==> src/rtl/mult_approx_pkg.sv <==
// Shared types and constants for the 4 x N shift-accumulate multiplier family.
`timescale 1ns/1ps
package mult_approx_pkg;

    localparam int A_WIDTH    = 4;
    localparam int PP_B_WIDTH = 2;
    localparam int PP_WIDTH   = 6;

    typedef enum logic [1:0] {
        IDLE = 2'd0,
        RUN  = 2'd1,
        DONE = 2'd2
    } state_t;

    function automatic int clog2(input int value);
        int result;
        int v;
        result = 0;
        v = value - 1;
        while (v > 0) begin
            result = result + 1;
            v = v >> 1;
        end
        return result;
    endfunction

endpackage

==> src/rtl/mult_4xn_seq_accum.sv <==
// Sequential 4 x B_WIDTH multiplier controller: feeds 2-bit slices to an external
// 4x2 partial-product unit and accumulates its returned product, LSB slice first.
//   state | meaning
//   IDLE  | waiting for operands, in_ready high
//   RUN   | one multiplier slice per cycle, N cycles
//   DONE  | result held on out_prod until out_ready
`timescale 1ns/1ps
module mult_4xn_seq_accum
    import mult_approx_pkg::*;
#(
    parameter int B_WIDTH = 8,
    localparam int ACC_WIDTH = A_WIDTH + B_WIDTH
) (
    input  logic                  clk,
    input  logic                  rst,
    input  logic                  in_valid,
    output logic                  in_ready,
    input  logic [A_WIDTH-1:0]    in_a,
    input  logic [B_WIDTH-1:0]    in_b,
    output logic [A_WIDTH-1:0]    pp_a,
    output logic [PP_B_WIDTH-1:0] pp_b,
    input  logic [PP_WIDTH-1:0]   pp_prod,
    output logic                  out_valid,
    input  logic                  out_ready,
    output logic [ACC_WIDTH-1:0]  out_prod,
    output logic                  busy
);

    localparam int N         = B_WIDTH / 2;
    localparam int CNT_WIDTH = (clog2(N) < 1) ? 1 : clog2(N);
    localparam logic [CNT_WIDTH-1:0] LAST_SLICE = CNT_WIDTH'(N - 1);

    state_t                 state;
    state_t                 state_next;
    logic [A_WIDTH-1:0]     a_reg;
    logic [B_WIDTH-1:0]     b_reg;
    logic [ACC_WIDTH-1:0]   acc;
    logic [CNT_WIDTH-1:0]   cnt;
    logic [ACC_WIDTH-1:0]   pp_shifted;

    always_ff @(posedge clk) begin
        if (rst) begin
            state <= IDLE;
        end else begin
            state <= state_next;
        end
    end

    always_comb begin
        state_next = state;
        case (state)
            IDLE:    if (in_valid)         state_next = RUN;
            RUN:     if (cnt == LAST_SLICE) state_next = DONE;
            DONE:    if (out_ready)        state_next = IDLE;
            default:                       state_next = IDLE;
        endcase
    end

    // Handshake outputs are masked during reset so an aborted result never shows.
    always_comb begin
        in_ready  = (state == IDLE) && !rst;
        out_valid = (state == DONE) && !rst;
        busy      = (state != IDLE) && !rst;
        pp_a      = a_reg;
        pp_b      = (state == RUN) ? b_reg[PP_B_WIDTH-1:0] : '0;
        out_prod  = acc;
    end

    // Slice weight is 4^cnt, i.e. a left shift by 2*cnt; overflow wraps silently.
    assign pp_shifted = ACC_WIDTH'(pp_prod) << {cnt, 1'b0};

    always_ff @(posedge clk) begin
        if (rst) begin
            a_reg <= '0;
            b_reg <= '0;
            acc   <= '0;
            cnt   <= '0;
        end else begin
            case (state)
                IDLE: begin
                    if (in_valid) begin
                        a_reg <= in_a;
                        b_reg <= in_b;
                        acc   <= '0;
                        cnt   <= '0;
                    end
                end
                RUN: begin
                    acc   <= acc + pp_shifted;
                    b_reg <= b_reg >> PP_B_WIDTH;
                    cnt   <= (cnt == LAST_SLICE) ? '0 : cnt + 1'b1;
                end
                default: begin
                end
            endcase
        end
    end

endmodule

==> config.mk <==
export PLATFORM = sky130hd
export DESIGN_NAME = mult_4xn_seq_accum
export DESIGN_NICKNAME = d
export VERILOG_FILES = /design/src/rtl/mult_approx_pkg.sv /design/src/rtl/mult_4xn_seq_accum.sv
export SDC_FILE = /design/constraint.sdc
export NUM_CORES = 1
export LEC_CHECK = 0
export CAP_MARGIN = 15
export CORE_MARGIN = 2
export CORE_UTILIZATION = 45
export CTS_CLUSTER_SIZE = 24
export DETAILED_ROUTE_END_ITERATION = 8
export PLACE_DENSITY = 0.75
export REMOVE_ABC_BUFFERS = 1
export SETUP_SLACK_MARGIN = 0.1
export SYNTH_ARGS = -nofsm -noshare
export SYNTH_HDL_FRONTEND = slang
export SYNTH_SLANG_ARGS = --single-unit
==> constraint.sdc <==
create_clock -name clk -period 3.35 [get_ports clk]
set_input_delay 0.8375 -clock clk [delete_from_list [all_inputs] [get_ports clk]]
set_output_delay 0.8375 -clock clk [all_outputs]
set_load 0.02 [all_outputs]
# Yosys cells after proc, flatten, opt, wreduce, memory -nomap -nowiden
# Cells that the tools add are included.
# op_classes
add_sub_neg	2
eq_ne	6
shifts	1
mux	12
reduce_logical	10
# ops
op	n
12-bit case mux with 2 select lines	1
8-bit case mux with 2 select lines	1
12-bit adder	1
12-bit 2-to-1 mux	1
2-bit 2-to-1 mux	6
6-bit by 3-bit << shifter with 12-bit output	1
8-bit 2-to-1 mux	1
2-bit case mux with 3 select lines	1
2-bit equality test (second input constant)	2
2-bit != test (second input constant)	2
2-bit case mux with 2 select lines	1
2-bit AND reduction	2
2-bit nonzero test	2
1-bit logical AND	3
3-bit AND reduction	1
2-bit by 1-bit adder with 2-bit output (second input constant)	1
2-bit by 1-bit equality test with 1-bit output (second input constant)	1
2-bit logical NOT	1
2-bit by 1-bit != test with 1-bit output (second input constant)	1
1-bit logical NOT	1
# word_totals
register_bits	28
inputBits	22
output_inout_bits	21

# Longest topological paths before layout
# depth
ltp_word	3
depth_mapped	10

# Least setup slack after synthesis
# No wires, ideal clock.
# synth_timing
path_kind	input to register
from	input port pp_prod[0]
to	register acc[9], in the netlist out_prod[9]
setup_time_ps	117
t_arrival_ps	2691
required_ps	3233
setup_slack_ps	541
path_stages	8
path_cell_list	mux2_2 a22o_1 ha_1 a21o_1 a31oi_2 a21oi_1 or3_1 a32o_1
# synth_via
elab_chain_cells	3
# synth_lines
item	line	source
from (decl)	mult_4xn_seq_accum.sv:22	input logic [PP_WIDTH-1:0] pp_prod,
6-bit by 3-bit << shifter with 12-bit output	mult_4xn_seq_accum.sv:70	assign pp_shifted = ACC_WIDTH'(pp_prod) << {cnt, 1'b0};
12-bit adder	mult_4xn_seq_accum.sv:89	acc <= acc + pp_shifted;
12-bit case mux with 2 select lines	mult_4xn_seq_accum.sv:79	case (state)
to (signal assigned)	mult_4xn_seq_accum.sv:89	
to (decl)	mult_4xn_seq_accum.sv:37	logic [ACC_WIDTH-1:0] acc;
# Every way passes these cells.
# A chain may end at the register's enable or synchronous reset.

# Worst setup path in the final report
# layout_timing
from	input port pp_prod[4]
to	register acc[9], in the netlist out_prod[9]
# Same word-level chain as after synthesis.

==> impl_metrics.csv <==
group,metric,value,unit
power,p_per_area,379.4,mW/mm^2
finish,antenna_cells,0,
critical_path,worstSetupPathType,"in -> reg",
power,report.power.total,861.1,uW
power,ir_worst_vdd,0.2856,mV
floorplanning,die_w,65.68,microns
timing,post-route-period-util,0.9209,
placed_design,gp_congestion,0.9068,
clock_tree,cts_buffers,3,
route,drt_pre_antenna_iters,4,
finish,largest_reg_flops,12,
synth,ys_warn_count,0,
placed_design,io_buffers,42,
finish,finalNetCount,291,
synth,synth_cells,213,
clock_tree,ctsRootBufferMaster,"clkbuf_8",
finish,design_area,0.002270,sq mm
critical_path,critical_path.endpoint_type,"flip-flop",
worst_hold_path,hold_class,"reg -> reg",
placed_design,placed_cell_area,0.002198,sq mm
global_route,grt_usage,0.2112,
finish,fin_util,0.6200,
synth,syn_area,0.001712,sq mm
route,drtAntennaViolNets,0,
floorplanning,die_height,65.68,microns
clock_tree,cts_hold_buf,0,
power,p_int,620.2,uW
clock_tree,path_clk_slew,100,ps
timing,timing.final.crit_period,3085,ps
critical_path,path_cells,"clkdlybuf4s50_1 -> mux2_2 -> a22o_1 -> ha_1 -> a21o_1 -> a31oi_2 -> a21oi_1 -> or3_1 -> a32o_1",
finish,drive_above_1_share,0.07843,
route,wl_per_cell,13.50,microns
clock_tree,cts_buffer_depth,2,
floorplanning,core,0.003661,sq mm
timing,layout_setup_ws,265.1,ps
placed_design,dpl_worst_slack,-19.14,ps
timing,max_freq,324.2,MHz
route,drcViolationCount,0,
critical_path,path_delay_family,"compound AO/OA/AOI/OAI gates",
synth,netlist.area_leader.share,0.3275,
finish,instances_no_fill,303,
clock_tree,cts_tree,"built",
power,switching_power,240.9,uW
critical_path,cp_num_buf_inv,1,
route,drt-initial-drc-count,109,
placed_design,dp_cells,299,
floorplanning,row_count,22,
critical_path,crit_path_top_delay_cell,"clkdlybuf4s50_1",
power,p_comb_frac,0.254,
synth,ys_ff_latch,28,
critical_path,worstPathRequired,3540,ps
global_route,gr-total-overflow,0,
critical_path,max_stage_delay,460,ps
timing,setup_tns,0,ps
job,max_cap_viol_count,0,
power,netSwitchingFraction,0.2798,
clock_tree,cts_setup_buffers,0,
timing,setup_viol_count_final,0,
global_route,grt_pass1_vias,1549,
synth,synthTopCellsByArea,"dfxtp_1 33%, ha_1 8.8%, nand2_1 7.0%",
route,vias,1669,
floorplanning,die_area,0.004313,sq mm
timing,whs,458.5,ps
clock_tree,clock_latency,280,ps
placed_design,dp_hpwl,3055,microns
route,via_per_inst,5.508,
synth,synth_area_per_cell,8.036,sq um
route,drt_wl_total,4089,microns
critical_path,critPathLaunchType,"primary input",
global_route,grt_max_degree,27,
timing,slew_violations,0,
synth,yosysTopAreaCell,"dfxtp_1",
synth,ys_types,37,
synth,synth_seq_area_share,0.3275,
run_status,outcome,"finished clean",
timing,tightest_slew,537.2,ps
clock_tree,clock_sinks,28,
floorplanning,start_util,0.4675,
timing,slew-limit-headroom,0.6419,
timing,rsz0062_at_grt,"no",
critical_path,arrival,3270,ps
global_route,grt_pass1_wl,7134,microns
timing,finalHoldViolations,0,
critical_path,critPathMaxFanout,5,
timing,finClkSkew,10.57,ps
power,sequentialPowerShare,0.429,
clock_tree,cts-htree-levels,1,
global_route,grt_antenna_before_repair,0,
power,p_clk_frac,0.317,
clock_tree,cts_resized,0,
power,leakage,0.9349,nW
finish,area_delta_synth_final,32.60,%
floorplanning,pin_count,43,
[worst min-delay path, stage by stage, from the launching register on]
cell and delay [ps]:
dfxtp_1 320, nand2_1 50, a21oi_1 50
[cells by family (layout without fill, tap and decap cells)]
kind of cell | after synthesis | count (layout) | synth area share
adders and majority gates | 13 | 13 | 0.09941
and+or+nand+nor | 92 | 92 | 0.2485
DFF | 28 | 28 | 0.3275
AOI/OAI and AO/OA | 54 | 54 | 0.2186
buffers and inverters | 13 | 55 | 0.03362
xor gates and xnor gates | 7 | 7 | 0.03582
muxes | 6 | 6 | 0.03655
[cell usage after synthesis]
| cell | number |
|---|---|
| or3_1 | 3 |
| and3_1 | 3 |
| buf_2 | 1 |
| clkbuf_1 | 7 |
| o21ai_0 | 4 |
| o21a_1 | 1 |
| mux2_2 | 2 |
| fa_1 | 1 |
| or2_2 | 1 |
| buf_6 | 1 |
| a32o_1 | 2 |
| a21o_1 | 2 |
| and2_1 | 3 |
| dfxtp_1 | 28 |
| nor2_1 | 25 |
| a311oi_1 | 7 |
| a21oi_1 | 21 |
| xnor2_1 | 4 |
| nor3_1 | 3 |
| inv_1 | 1 |
| mux2i_1 | 4 |
| a22oi_1 | 5 |
| a221oi_2 | 1 |
| nand3_1 | 8 |
| nand2b_1 | 2 |
| nor3b_1 | 4 |
| nand2_1 | 32 |
| buf_1 | 3 |
| ha_1 | 12 |
| a31oi_2 | 1 |
| a22o_1 | 6 |
| o21ai_1 | 2 |
| xor2_1 | 3 |
| nand4_1 | 3 |
| nor2b_1 | 4 |
| a21o_2 | 2 |
| and3_2 | 1 |
[layout make-up]
cell class,instances,area (sq um)
clock inverters,1,30.03
multi-input cells,172,1094
flip-flops and latches,28,560.5
clock buffers,3,41.29
well taps,48,60.06
fillers,351,1391
inverters,1,3.754
repair buffers,50,480.5
[layout by cell type, fill, tap and decap left out, types with 3 or more instances in the layout]
master and n:
nor3b_1 4, nor2_1 25, a22oi_1 5, or3_1 3
nand3_1 8, and2_1 3, and3_1 3, nor2b_1 4
xnor2_1 4, a311oi_1 7, nor3_1 3, o21ai_0 4
dfxtp_1 28, clkbuf_8 3, nand4_1 3, buf_4 8
clkdlybuf4s50_1 42, mux2i_1 4, a21oi_1 21, xor2_1 3
ha_1 12, a22o_1 6, nand2_1 32
[power by group through the flow]
| stage | Sequential (mW) | Combinational (mW) | Clock [mW] |
|---|---|---|---|
| global placement | 0.377 | 0.216 | 0 |
| finish | 0.370 | 0.219 | 0.273 |
| CTS | 0.370 | 0.220 | 0.275 |
| floorplan | 0.386 | 0.114 | 0 |
| global route | 0.373 | 0.242 | 0.284 |
| detailed placement | 0.377 | 0.218 | 0 |
[worst paths after layout]
| check | start | to | slack, ps | depth (start not counted) |
|---|---|---|---|---|
| max reg2reg | cnt[1] | out_prod[9] | 730 | 8 |
| min reg2reg | pp_a[0] | pp_a[0] | 460 | 2 |
| min | pp_a[0] | pp_a[0] | 460 | 2 |
| max | pp_prod[4] | out_prod[9] | 270 | 9 |
[routing by layer]
metal / vias to the layer above / GRT usage / routed length (microns) / part of all wire
met5: - / 0 / 0 / 0
met4: 0 / 0.06250 / 52 / 0.013
li1: 847 / - / - / -
met1: 784 / 0.2777 / 1931 / 0.47
met3: 4 / 0.03767 / 152 / 0.037
met2: 34 / 0.3510 / 1953 / 0.48
Note: power is estimated with default switching activity, not from simulation.
